$ cat src/rtl/telemetry_frame_check_if.sv
// Frame stream bundle for telemetry_frame_check: unpacker input strobe and
// FWFT output handshake toward the register/DMA consumer.
// master = the checker (drives m_*), slave = unpacker/consumer side.
interface telemetry_frame_check_if #(
  parameter int g_data_width = 11
) ();
  localparam int c_w = 8 * g_data_width;

  logic [c_w-1:0] data_in;
  logic           valid_in;
  logic [c_w-1:0] m_data;
  logic           m_err;
  logic           m_valid;
  logic           m_ready;

  modport master (
    input  data_in, valid_in, m_ready,
    output m_data, m_err, m_valid
  );

  modport slave (
    output data_in, valid_in, m_ready,
    input  m_data, m_err, m_valid
  );
endinterface

$ cat src/rtl/telemetry_frame_check.sv
// telemetry_frame_check: checksum + sequence check of 11-byte telemetry frames,
// buffered in a small FWFT FIFO. The unpacker cannot be stalled, so a frame that
// finds the FIFO full is dropped and counted.
// Optional build macro TELEM_CHECK_DROP_BAD_EN: bad-checksum frames are counted
// but never stored, and m_err is tied low.
//
// Sequence tracker states:
//   state       | meaning
//   ST_UNLOCKED | no good frame seen yet (or lost lock); next good frame locks
//   ST_LOCKED   | expected seq valid; 4 consecutive bad-checksum frames unlock
module telemetry_frame_check #(
  parameter int g_data_width = 11,
  parameter int g_depth      = 8,
  parameter int g_cnt_width  = 16
) (
  input  logic                   clk,
  input  logic                   rst_n,
  telemetry_frame_check_if.master bus,
  output logic                   locked,
  output logic [g_cnt_width-1:0] err_csum_cnt,
  output logic [g_cnt_width-1:0] err_seq_cnt,
  output logic [g_cnt_width-1:0] ovf_cnt
);
  localparam int c_w  = 8 * g_data_width;
  localparam int c_aw = $clog2(g_depth);

  if (g_data_width != 11) begin : g_bad_width
    $fatal(1, "telemetry_frame_check: only 11-byte frames are supported");
  end
  if ((g_depth < 2) || (g_depth > 64) || ((g_depth & (g_depth - 1)) != 0)) begin : g_bad_depth
    $fatal(1, "telemetry_frame_check: g_depth must be a power of 2 in 2..64");
  end

  typedef enum logic {ST_UNLOCKED = 1'b0, ST_LOCKED = 1'b1} state_t;

  logic [7:0]     w_sum;
  logic           r_s1_valid;
  logic [c_w-1:0] r_s1_data;
  logic           r_s1_csum_ok;
  logic [7:0]     w_s1_seq;

  logic [c_w-1:0] r_mem [g_depth];
  logic [c_aw:0]  r_wr_ptr, r_rd_ptr;
  logic           w_empty, w_full, w_pop, w_wr_req, w_wr, w_ovf, w_err_bit;

  state_t         r_state, w_state_nxt;
  logic [7:0]     r_expected, w_expected_nxt;
  logic [1:0]     r_bad_tmr, w_bad_tmr_nxt;
  logic           w_seq_err;

  function automatic logic [g_cnt_width-1:0] sat_inc(input logic [g_cnt_width-1:0] v,
                                                      input logic en);
    return (en && (v != '1)) ? v + 1'b1 : v;
  endfunction

  // Byte sum of the incoming frame; a valid frame sums to zero mod 256.
  always_comb begin
    w_sum = '0;
    for (int k = 0; k < g_data_width; k++) w_sum = w_sum + bus.data_in[8*k +: 8];
  end

  // Stage 1: capture frame and its checksum verdict.
  always_ff @(posedge clk or negedge rst_n) begin
    if (!rst_n) begin
      r_s1_valid   <= 1'b0;
      r_s1_data    <= '0;
      r_s1_csum_ok <= 1'b0;
    end else begin
      r_s1_valid <= bus.valid_in;
      if (bus.valid_in) begin
        r_s1_data    <= bus.data_in;
        r_s1_csum_ok <= (w_sum == 8'd0);
      end
    end
  end

  assign w_s1_seq = r_s1_data[7:0];

`ifdef TELEM_CHECK_DROP_BAD_EN
  assign w_wr_req  = r_s1_valid & r_s1_csum_ok;
  assign w_err_bit = 1'b0;
`else
  assign w_wr_req  = r_s1_valid;
  assign w_err_bit = ~r_s1_csum_ok;
`endif

  // Extra pointer MSB distinguishes full from empty.
  assign w_empty = (r_wr_ptr == r_rd_ptr);
  assign w_full  = (r_wr_ptr[c_aw] != r_rd_ptr[c_aw]) &&
                   (r_wr_ptr[c_aw-1:0] == r_rd_ptr[c_aw-1:0]);
  assign w_pop   = ~w_empty & bus.m_ready;
  // A full FIFO still takes the frame when the head leaves in the same cycle.
  assign w_wr    = w_wr_req & (~w_full | w_pop);
  assign w_ovf   = w_wr_req & ~w_wr;

  // Frame storage; pointers carry the reset so storage needs none.
  always_ff @(posedge clk) begin
    if (w_wr) r_mem[r_wr_ptr[c_aw-1:0]] <= r_s1_data;
  end

`ifdef TELEM_CHECK_DROP_BAD_EN
  assign bus.m_err = 1'b0;
`else
  logic [g_depth-1:0] r_mem_err;

  // Per-entry bad-checksum flag travelling with the frame.
  always_ff @(posedge clk or negedge rst_n) begin
    if (!rst_n)    r_mem_err <= '0;
    else if (w_wr) r_mem_err[r_wr_ptr[c_aw-1:0]] <= w_err_bit;
  end

  assign bus.m_err = ~w_empty & r_mem_err[r_rd_ptr[c_aw-1:0]];
`endif

  // FIFO read/write pointers.
  always_ff @(posedge clk or negedge rst_n) begin
    if (!rst_n) begin
      r_wr_ptr <= '0;
      r_rd_ptr <= '0;
    end else begin
      if (w_wr)  r_wr_ptr <= r_wr_ptr + 1'b1;
      if (w_pop) r_rd_ptr <= r_rd_ptr + 1'b1;
    end
  end

  assign bus.m_valid = ~w_empty;
  assign bus.m_data  = w_empty ? '0 : r_mem[r_rd_ptr[c_aw-1:0]];

  // Sequence tracker state register; r_bad_tmr counts down the bad-frame tolerance.
  always_ff @(posedge clk or negedge rst_n) begin
    if (!rst_n) begin
      r_state    <= ST_UNLOCKED;
      r_expected <= 8'd0;
      r_bad_tmr  <= 2'd3;
    end else begin
      r_state    <= w_state_nxt;
      r_expected <= w_expected_nxt;
      r_bad_tmr  <= w_bad_tmr_nxt;
    end
  end

  // Sequence tracker next state; bad-checksum frames only advance the unlock timer.
  always_comb begin
    w_state_nxt    = r_state;
    w_expected_nxt = r_expected;
    w_bad_tmr_nxt  = r_bad_tmr;
    w_seq_err      = 1'b0;
    if (r_s1_valid) begin
      case (r_state)
        ST_UNLOCKED: begin
          if (r_s1_csum_ok) begin
            w_state_nxt    = ST_LOCKED;
            w_expected_nxt = w_s1_seq + 8'd1;
            w_bad_tmr_nxt  = 2'd3;
          end
        end
        ST_LOCKED: begin
          if (r_s1_csum_ok) begin
            w_seq_err      = (w_s1_seq != r_expected);
            w_expected_nxt = w_s1_seq + 8'd1;
            w_bad_tmr_nxt  = 2'd3;
          end else if (r_bad_tmr == 2'd0) begin
            w_state_nxt = ST_UNLOCKED;
          end else begin
            w_bad_tmr_nxt = r_bad_tmr - 2'd1;
          end
        end
        default: w_state_nxt = ST_UNLOCKED;
      endcase
    end
  end

  assign locked = (r_state == ST_LOCKED);

  // Saturating status counters, cleared only by reset.
  always_ff @(posedge clk or negedge rst_n) begin
    if (!rst_n) begin
      err_csum_cnt <= '0;
      err_seq_cnt  <= '0;
      ovf_cnt      <= '0;
    end else begin
      err_csum_cnt <= sat_inc(err_csum_cnt, r_s1_valid & ~r_s1_csum_ok);
      err_seq_cnt  <= sat_inc(err_seq_cnt, w_seq_err);
      ovf_cnt      <= sat_inc(ovf_cnt, w_ovf);
    end
  end
endmodule

$ cat src/flat_wrapper.sv
// flat-port wrapper written by rule: the top's interface ports become plain ports
module telemetry_frame_check_flat 
#(
  parameter int g_data_width = 11,
  parameter int g_depth      = 8,
  parameter int g_cnt_width  = 16
)
  (clk, rst_n, locked, err_csum_cnt, err_seq_cnt, ovf_cnt, bus_data_in, bus_valid_in, bus_m_ready, bus_m_data, bus_m_err, bus_m_valid);
  telemetry_frame_check_if #(.g_data_width(g_data_width)) bus_i ();
  input  logic clk;
  input  logic rst_n;
  output logic locked;
  output logic [g_cnt_width-1:0] err_csum_cnt;
  output logic [g_cnt_width-1:0] err_seq_cnt;
  output logic [g_cnt_width-1:0] ovf_cnt;
  input wire logic [$bits(bus_i.data_in)-1:0] bus_data_in;
  input wire logic [$bits(bus_i.valid_in)-1:0] bus_valid_in;
  input wire logic [$bits(bus_i.m_ready)-1:0] bus_m_ready;
  output wire logic [$bits(bus_i.m_data)-1:0] bus_m_data;
  output wire logic [$bits(bus_i.m_err)-1:0] bus_m_err;
  output wire logic [$bits(bus_i.m_valid)-1:0] bus_m_valid;
  assign bus_i.data_in = bus_data_in;
  assign bus_i.valid_in = bus_valid_in;
  assign bus_i.m_ready = bus_m_ready;
  assign bus_m_data = bus_i.m_data;
  assign bus_m_err = bus_i.m_err;
  assign bus_m_valid = bus_i.m_valid;
  telemetry_frame_check #(.g_data_width(g_data_width), .g_depth(g_depth), .g_cnt_width(g_cnt_width)) u_core (.clk(clk), .rst_n(rst_n), .bus(bus_i), .locked(locked), .err_csum_cnt(err_csum_cnt), .err_seq_cnt(err_seq_cnt), .ovf_cnt(ovf_cnt));
endmodule
$ cat config.mk
export PLATFORM = sky130hd
export DESIGN_NAME = telemetry_frame_check_flat
export DESIGN_NICKNAME = d
export VERILOG_FILES = /design/src/rtl/telemetry_frame_check_if.sv /design/src/rtl/telemetry_frame_check.sv /design/src/flat_wrapper.sv
export SDC_FILE = /design/constraint.sdc
export NUM_CORES = 1
export LEC_CHECK = 0
export CAP_MARGIN = 20
export CORE_AREA = 2 2 330 202
export CTS_BUF_LIST = sky130_fd_sc_hd__clkbuf_4
export CTS_CLUSTER_DIAMETER = 30
export CTS_CLUSTER_SIZE = 16
export DETAILED_ROUTE_END_ITERATION = 10
export DIE_AREA = 0 0 332 204
export MAX_ROUTING_LAYER = met4
export PLACE_DENSITY = 0.86
export SLEW_MARGIN = 15
export SYNTH_ARGS = -nofsm -noshare
export SYNTH_HDL_FRONTEND = slang
export SYNTH_SLANG_ARGS = --single-unit
export TNS_END_PERCENT = 20
$ cat constraint.sdc
create_clock -name clk -period 8.4 [get_ports clk]
set_input_delay 1.68 -clock clk [delete_from_list [all_inputs] [get_ports clk]]
set_output_delay 1.68 -clock clk [all_outputs]
set_load 0.05 [all_outputs]
After elaboration in Yosys (flattened, before gate mapping) --
Memory sizes are Yosys's and may differ from the RTL's. Index checks and enable logic that the tools add are counted.
Cells by class: add/subtract/negate cells 17, reduce and logical (&&, ||, !) cells 9, bitwise logic cells 11, order comparisons 3, equal/unequal tests 9, mux-type cells 20
Operators with widths (count):
- $mux W88 | 1
- $add A8 B8 Y8 | 10
- $add A16 B1 Y16 const B | 3
- $ne A16 B16 Y1 const B | 3
- $mux W1 | 10
- $add A4 B1 Y4 const B | 2
- $add A8 B1 Y8 const B | 1
- $bwmux W8 | 1
- $logic_not A8 Y1 | 1
- $lt A3 B4 Y1 const B | 2
- $mux W8 | 1
- $ne A8 B8 Y1 | 1
- $mux W2 | 3
- $and A1 B1 Y1 | 5
- $logic_and A1 B1 Y1 | 5
- $not A1 Y1 | 5
- $eq A4 B4 Y1 | 1
- $pmux W2 S2 | 1
- $bmux W1 S3 | 1
- $demux W1 S3 | 1
- $eq A3 B3 Y1 | 1
- $ge A3 B1 Y1 const B | 1
- $ne A3 B2 Y1 const B | 1
- $reduce_and A3 Y1 | 1
- other kinds (7) | 7
Storage, ports and cells: bits in registers 165, RAM bits 704, output and inout bits 139, memories kept 1, logic and storage cells 82, bits of input ports 92
Memory list:
- u_core.r_mem | depth 8, width 88, rd ports 1, clocked after memory_dff 0, write ports 1, line telemetry_frame_check.sv:42 | logic [c_w-1:0] r_mem [g_depth];

Logic depth before layout (Yosys ltp) --
Gate-level depths: netlist of run 1.
depth in word-level cells 11, gate-level depth with buffers 18, mapped depth without buffers 18

Worst setup path after synthesis of run 1 --
Ideal clock, no wire load.
kind input to register, start point input bus_m_ready, end point register u_core.r_mem_err[0], arrival 9.044 ns, setup time 0.096 ns, data required time 8.304 ns, setup slack -0.740 ns, stages 5, path through nor2_1 -> a21boi_4 -> nand2b_1 -> nor3_1 -> mux2_2
Between the ends: longest elaborated chain between the ends 3
RTL lines:
- start, declared | line flat_wrapper.sv:18 | input wire logic [$bits(bus_i.m_ready)-1:0] bus_m_ready;
- $and A1 B1 Y1 | line telemetry_frame_check.sv:91 | assign w_pop = ~w_empty & bus.m_ready;
- $or A1 B1 Y1 | line telemetry_frame_check.sv:93 | assign w_wr = w_wr_req & (~w_full | w_pop);
- $and A1 B1 Y1 | line telemetry_frame_check.sv:93
- end signal, assigned by index | line telemetry_frame_check.sv:109 | else if (w_wr) r_mem_err[r_wr_ptr[c_aw-1:0]] <= w_err_bit;
- end, declared | line telemetry_frame_check.sv:104 | logic [g_depth-1:0] r_mem_err;
No other way between the ends. A chain may end at the register's enable or synchronous reset.

Worst setup path in the final report of run 1 --
start point register u_core.r_rd_ptr[0], end point output bus_m_data[57]
Between the ends: longest elaborated chain between the ends 2, elaborated cells on any way between the ends 3, classes of those cells eq/ne (1); mux (1); memory (1)
RTL lines:
- start, declared | line telemetry_frame_check.sv:43 | logic [c_aw:0] r_wr_ptr, r_rd_ptr;
- start signal, assigned | line telemetry_frame_check.sv:122 | if (w_pop) r_rd_ptr <= r_rd_ptr + 1'b1;
- $mem_v2 Z8 W88 or $eq A4 B4 Y1 (tied branches)
- $mux W88 * | line telemetry_frame_check.sv:127 | assign bus.m_data = w_empty ? '0 : r_mem[r_rd_ptr[c_aw-1:0]];
- end, declared | line flat_wrapper.sv:19 | output wire logic [$bits(bus_i.m_data)-1:0] bus_m_data;
Mark *: on every way between the ends. The rest lies on a longest branch, timed or not.

==> metrics.txt, run 1 <==
clock-pin slew on the worst setup and hold paths=0.14 ns; Post-DRT Antenna Nets=0; EDFF count, synth=about 700; IO Pins=~230; maximum clock path buffer count=3; max cap viols=0; grt met3 use=0.06224; CP max stage cell=dfrtp_4; Distinct cells, synth=between 40 and 50; largest stage delay on the critical path=1.11 ns; DR vias/cell=a little under 6; Root Driver=clkbuf_4; Post-Synth Simple-Gate Area=0.02991; Syn. warnings=0; Die Span Y=approximately 200 um; GR Layer Usage met1=0.3346; Core Rows=73; Num CTS Buffers=approximately 110; Non-Filler Instances=~3100; Area Growth Syn to Fin=14.91%; GRT met2 Usage=0.3612; RSZ-0062 raised after global routing=false; CP Data Arrival Time=approximately 5.3 ns; compound-gate portion of the synthesized area=0.005392; Fillers=4375; syn avg cell area=about 20 sq um; max-slew violations=0; post-synth top area cell=edfxtp_1; DRC=0; Final period util=0.8271; Max IR drop VDD=0.0002928 V; crit path cell chain=buf_4 -> buf_4 -> buf_16 -> mux4_2 -> mux2i_1 -> nor2_1 -> clkdlybuf4s50_1; CP required=roughly 6.7 ns; Total Nets Final=2257; Core Box Area=roughly 65000 sq um; run status=complete, no violations; largest net degree at the start of global routing=about 80; Synth top cells by count=704 x edfxtp_1, 178 x mux4_2, 163 x dfrtp_1; Wirelength per Cell=around 26 um; Synth Area in Adders=0.03839; Placed Cells=2843; initial antenna violation count=5; first-pass GRT wire length=117500 um; most common cell type on the critical path=buf_4; syn nets=roughly 2000; First DRT Iteration DRCs=between 1500 and 2000; largest family of logic cells by synthesized area=multiplexers; XOR/XNOR Fraction of Synth Area=0.02224; Initial Util=0.5423; Min Hold Slack=0.5074 ns; Final setup viols=0; total wire length=approximately 79000 um; Max Freq=approximately 0.14 GHz; busiest grt layer=met2; largest cells by area after synthesis=edfxtp_1 60%, dfrtp_1 12%, mux4_2 11%, fa_1 3.2%, mux2_2 3.2%; Syn Inst Count=around 1800; Static Leak=around 0.014 uW; critical path type=reg2out; Die ar.=between 60000 and 70000 sq um; vias=between 15000 and 20000; minimum clock period=about 6.9 ns; post-synthesis mux area share=0.1709; final core occ=0.6232; Post-synth top flop=edfxtp_1; port bufs=230; crit path capture type=primary output; Worst Path Max Fanout=49; htree depth=3; total track usage=0.2419; clock sink count=869; register area share after synthesis=0.7165; Synth top area share=0.5994; Post-CTS Setup Inserts=0; CP startpoint kind=register; Final Hold Viols=0; number of global-route vias before repair=18669; synthesized flop and latch total=869; hold_buf cts=0; RePlAce Congestion=0.8379; grt total ovfl=0; DP Worst Slack=2.032 ns; DR pass1 iterations=5; Die W=around 330 um; skew final=~0.11 ns; Cell Area, Synth=around 35000 sq um; Worst Max-Slew Pin Slew=around 1.1 ns; share of layout cells above drive strength 1=0.2376; Worst slew margin=0.2445; Power Density=about 380 nW/um^2; hpwl dp=approximately 47000 um; worst skew pair latency=~0.97 ns; Setup TNS Final=0 ns; Resized cells post-CTS=0; Hold WC Path Type=reg2reg; worst setup margin=between 1 and 1.5 ns; cell with the most instances after synthesis=edfxtp_1; TritonCTS clock tree=done; Post-synth ARST share=0.1899
## layout by cell type (no fill, tap or decap), types with 4 or more instances in the layout
| cell | count |
|---|---|
| buf_4 | 25 |
| fa_1 | 57 |
| clkbuf_4 | 113 |
| bufinv_16 | 15 |
| mux4_2 | 178 |
| mux2i_1 | 89 |
| nor2_1 | 102 |
| nand3_1 | 28 |
| clkinv_1 | 11 |
| nand4_1 | 14 |
| edfxtp_1 | 704 |
| nor2_4 | 5 |
| dfrtp_1 | 160 |
| xor2_1 | 31 |
| clkinv_4 | 16 |
| clkinvlp_4 | 11 |
| nand2b_1 | 4 |
| clkinv_2 | 12 |
| o21ai_0 | 11 |
| inv_6 | 12 |
| xnor2_1 | 56 |
| and3_1 | 6 |
| inv_8 | 6 |
| nand2_1 | 44 |
| clkdlybuf4s50_1 | 228 |
| inv_1 | 70 |
| a21oi_1 | 7 |
| mux2_2 | 100 |
| ha_1 | 17 |
| diode_2 | 8 |
| nor4_1 | 4 |
## path summary, 6_finish.rpt
kind	start	to	slack, ns	cells after the start
hold reg to reg	u_core.err_csum_cnt[10]	u_core.err_csum_cnt[10]	0.51	1
setup reg to reg	u_core.r_rd_ptr[0]	u_core.r_mem[7][9]	4.20	6
setup / recovery	u_core.r_rd_ptr[0]	bus_m_data[57]	1.45	7
min in group asynchronous	rst_n	u_core.err_seq_cnt[14]	0.72	1
max in group asynchronous	rst_n	u_core.r_rd_ptr[1]	6.12	2
hold / removal	u_core.err_csum_cnt[10]	u_core.err_csum_cnt[10]	0.51	1
## worst max-delay path, delay by kind of cell, from the launching register on
family	cells	cell delay, ns
mux	2	0.77
flops	1	1.11
buf+inv	4	2.26
simple gates	1	0.07
## layout make-up
cell class | count | area (sq um) | share of cell area
inverters | 71 | 267.8 | 0.006607
flip-flops and latches | 869 | 25280 | 0.6238
repair buffers | 257 | 2556 | 0.06307
well taps | 862 | 1079 | 0.02661
clock inverters | 88 | 1002 | 0.02473
multi-input cells | 786 | 9472 | 0.2337
diodes | 8 | 20.02 | 0.0004940
clock buffers | 113 | 848.3 | 0.02093
## report_power, final
| group | leakage, uW | switching (uW) | total, uW | internal [uW] |
|---|---|---|---|---|
| clock network | 0.000984 | 1600 | 2820 | 1220 |
| logic | 0.00475 | 4140 | 6720 | 2570 |
| registers | 0.00841 | 440 | 5840 | 5400 |
## state kept, by name (all words and copies together) (netlist names)
signal / cells
u_core.r_s1_valid: 1
u_core.r_rd_ptr: 4
u_core.err_csum_cnt: 16
u_core.r_s1_csum_ok: 1
u_core.r_wr_ptr: 4
u_core.err_seq_cnt: 16
u_core.r_bad_tmr: 2
u_core.r_mem_err: 8
u_core.ovf_cnt: 16
u_core.r_s1_data: 88
u_core.r_expected: 8
u_core.locked: 1
u_core.r_mem: 704
## layer usage
metal	vias up	part of all wire
li1	7614	-
met1	9497	0.42
met2	801	0.48
met3	108	0.088
met4	0	0.021
met5	-	0
## metrics by stage
step           instance area, sq um  power (uW)
6_report                      40530       15380
2_1_floorplan                 35280       10500
3_3_place_gp                  38600       12550
3_5_place_dp                  38600       12670
4_1_cts                       40450       15490
5_1_grt                       40530       16090
## kinds of logic after synthesis
kind of cell / after synthesis
AOI/OAI and AO/OA: 27
xor gates and xnor gates: 88
adders and majority gates: 74
buffers and inverters: 146
DFF: 869
muxes: 367
and+or+nand+nor: 230
(Power assumes the default switching activity.)
==> run 2: changes to the inputs <==
==> constraint.sdc (replaced) <==
create_clock -name clk -period 6.35 [get_ports clk]
set_input_delay 1.27 -clock clk [delete_from_list [all_inputs] [get_ports clk]]
set_output_delay 1.27 -clock clk [all_outputs]
set_load 0.05 [all_outputs]
==> run 2 against run 1 <==
- via count fell by 0.43%
- sequential share of layout area rose by 0.13 points
- highest routed layer unchanged
- largest power group unchanged
- sequential cell count did not move
- worst setup slack got worse by 0.43 ns
- sequential power rose by 30%
- clock power rose by 23%
==> metrics.txt, run 2 (synthesis results as in run 1) <==
commonest non-fill, non-tap cells in the layout=704 x edfxtp_1, 228 x clkdlybuf4s50_1, 178 x mux4_2 (unchanged); First DRT Iteration DRCs=1771 (was 1857); DP Worst Slack=0.3888 ns (was 2.032 ns); CP max stage cell=clkdlybuf4s50_1 (was dfrtp_4); clock-pin slew on the worst setup and hold paths=0.14 ns (about the same); Total Nets Final=2253 (was 2257); Final period util=0.8386; Fillers=4415 (was 4375); htree depth=3 (unchanged); Final Hold Viols=0 (unchanged); Post-CTS Setup Inserts=0 (unchanged); Die W=332 um (unchanged); grt total ovfl=0 (unchanged); RSZ-0062 raised after global routing=false (unchanged); Worst slew margin=0.2323 (was 0.2445); Worst Path Max Fanout=31 (was 49); DR pass1 iterations=5 (unchanged); minimum clock period=5.325 ns; max-slew violations=0 (unchanged); crit path capture type=primary output (unchanged); largest stage delay on the critical path=0.74 ns (was 1.11 ns); total wire length=78590 um (was 78700 um); DRC=0 (unchanged); RePlAce Congestion=0.8288 (was 0.8379); Root Driver=clkbuf_4 (unchanged); Die Span Y=204 um (unchanged); commonest non-fill, non-tap cell in the layout=edfxtp_1 (unchanged); Core Rows=73 (unchanged); crit path cell chain=xor2_1 -> nor3_4 -> and2_4 -> buf_4 -> nor2_1 -> clkdlybuf4s50_1 (was buf_4 -> buf_4 -> buf_16 -> mux4_2 -> mux2i_1 -> nor2_1 -> clkdlybuf4s50_1); Wirelength per Cell=25.79 um (was 25.77 um); Largest register FFs=704 (unchanged); hold_buf cts=0 (unchanged); Core Box Area=65030 sq um (unchanged); Post-DRT Antenna Nets=0 (unchanged); Top Family by Delay on Critical Path=buffers and inverters (unchanged); CP bufs+invs=2 (was 4); Final setup viols=0 (unchanged); DR vias/cell=5.886 (was 5.900); vias=17942 (was 18020); Power Density=497.1 nW/um^2 (was 379.5 nW/um^2); total track usage=0.2432 (was 0.2419); share of layout cells above drive strength 1=0.2377 (was 0.2376); port bufs=230 (unchanged); worst setup margin=1.025 ns (was 1.452 ns); Area Growth Syn to Fin=14.67% (was 14.91%); Hold WC Path Type=in2async (was reg2reg); Die ar.=67730 sq um (unchanged); largest net degree at the start of global routing=182 (was 81); CP Data Arrival Time=4.06 ns (was 5.27 ns); Resized cells post-CTS=0 (unchanged); critical path type=reg2out (unchanged); run status=complete, no violations (unchanged); TritonCTS clock tree=done (unchanged); hpwl dp=46870 um (was 46770 um); Max Freq=0.1878 GHz; first-pass GRT wire length=117400 um (was 117500 um); maximum clock path buffer count=3 (unchanged); Initial Util=0.5423 (unchanged); CP required=5.08 ns (was 6.72 ns); Multi-input gate area=9472 sq um (unchanged); number of global-route vias before repair=18748 (was 18669); Register Area=25280 sq um (unchanged); Static Leak=0.01409 uW (was 0.01415 uW); Max IR drop VDD=0.0005340 V (was 0.0002928 V); initial antenna violation count=4 (was 5); skew final=0.1004 ns (was 0.1081 ns); Num CTS Buffers=105 (was 106); CP startpoint kind=register (unchanged); max cap viols=0 (unchanged); clock sink count=869 (unchanged); Worst Max-Slew Pin Slew=1.152 ns (was 1.133 ns); worst skew pair latency=0.97 ns (about the same); IO Pins=231 (unchanged); Setup TNS Final=0 ns (unchanged)
run 2: per-layer routing:
layer | routed length (um) | vias up | GRT usage
li1 | - | 7601 | -
met1 | 32750 | 9456 | 0.3394
met2 | 38020 | 778 | 0.3710
met3 | 6252 | 107 | 0.05266
met4 | 1569 | 0 | 0.06185
met5 | 0 | - | -
run 2: layout make-up:
cell class / count / share of cell area
Tap cell: 862 / 0.02667
Multi-Input combinational cell: 786 / 0.2342
Clock buffer: 120 / 0.02227
Antenna cell: 7 / 0.0004331
Clock inverter: 79 / 0.01930
Timing Repair Buffer: 254 / 0.06537
Inverter: 71 / 0.006620
Sequential cell: 869 / 0.6251
run 2: where the power goes:
group / internal [uW] / switching (uW)
clock: 1370 / 2100
combinational: 3440 / 5620
sequential: 7150 / 430
total: 12000 / 8150
run 2: per-stage QoR:
step,instance area [sq um],total power (uW),utilization,instances,hold slack [ns]
2_1_floorplan,35280,13890,-,1801,0.4448
3_3_place_gp,38740,16660,0.5958,2842,0.4681
3_5_place_dp,38740,16820,0.5958,2842,0.4836
4_1_cts,40430,20270,0.6216,3041,0.3280
5_1_grt,40440,21030,0.6219,3048,0.3305
6_report,40440,20100,0.6219,3048,0.3737
run 2: worst reg2reg max path, stage by stage, from the launching register on:
cell	delay, ns
dfrtp_4	0.61
xor2_1	0.30
nor3_4	0.12
a21boi_4	0.25
nand2b_1	0.29
nor2_4	0.90
buf_12	0.36
run 2: worst paths after layout:
kind,cells past startpoint,slack (ns),from,to
max in group asynchronous,2,4.70,rst_n,u_core.r_s1_data[24]
worst max-delay path,6,1.02,u_core.r_rd_ptr[2],bus_m_data[45]
min in group clk,1,0.50,u_core.r_rd_ptr[3],u_core.r_rd_ptr[3]
worst min register to register,1,0.50,u_core.r_rd_ptr[3],u_core.r_rd_ptr[3]
worst max register to register,6,3.15,u_core.r_rd_ptr[2],u_core.r_mem[2][38]
worst min-delay path,1,0.37,rst_n,u_core.err_seq_cnt[11]
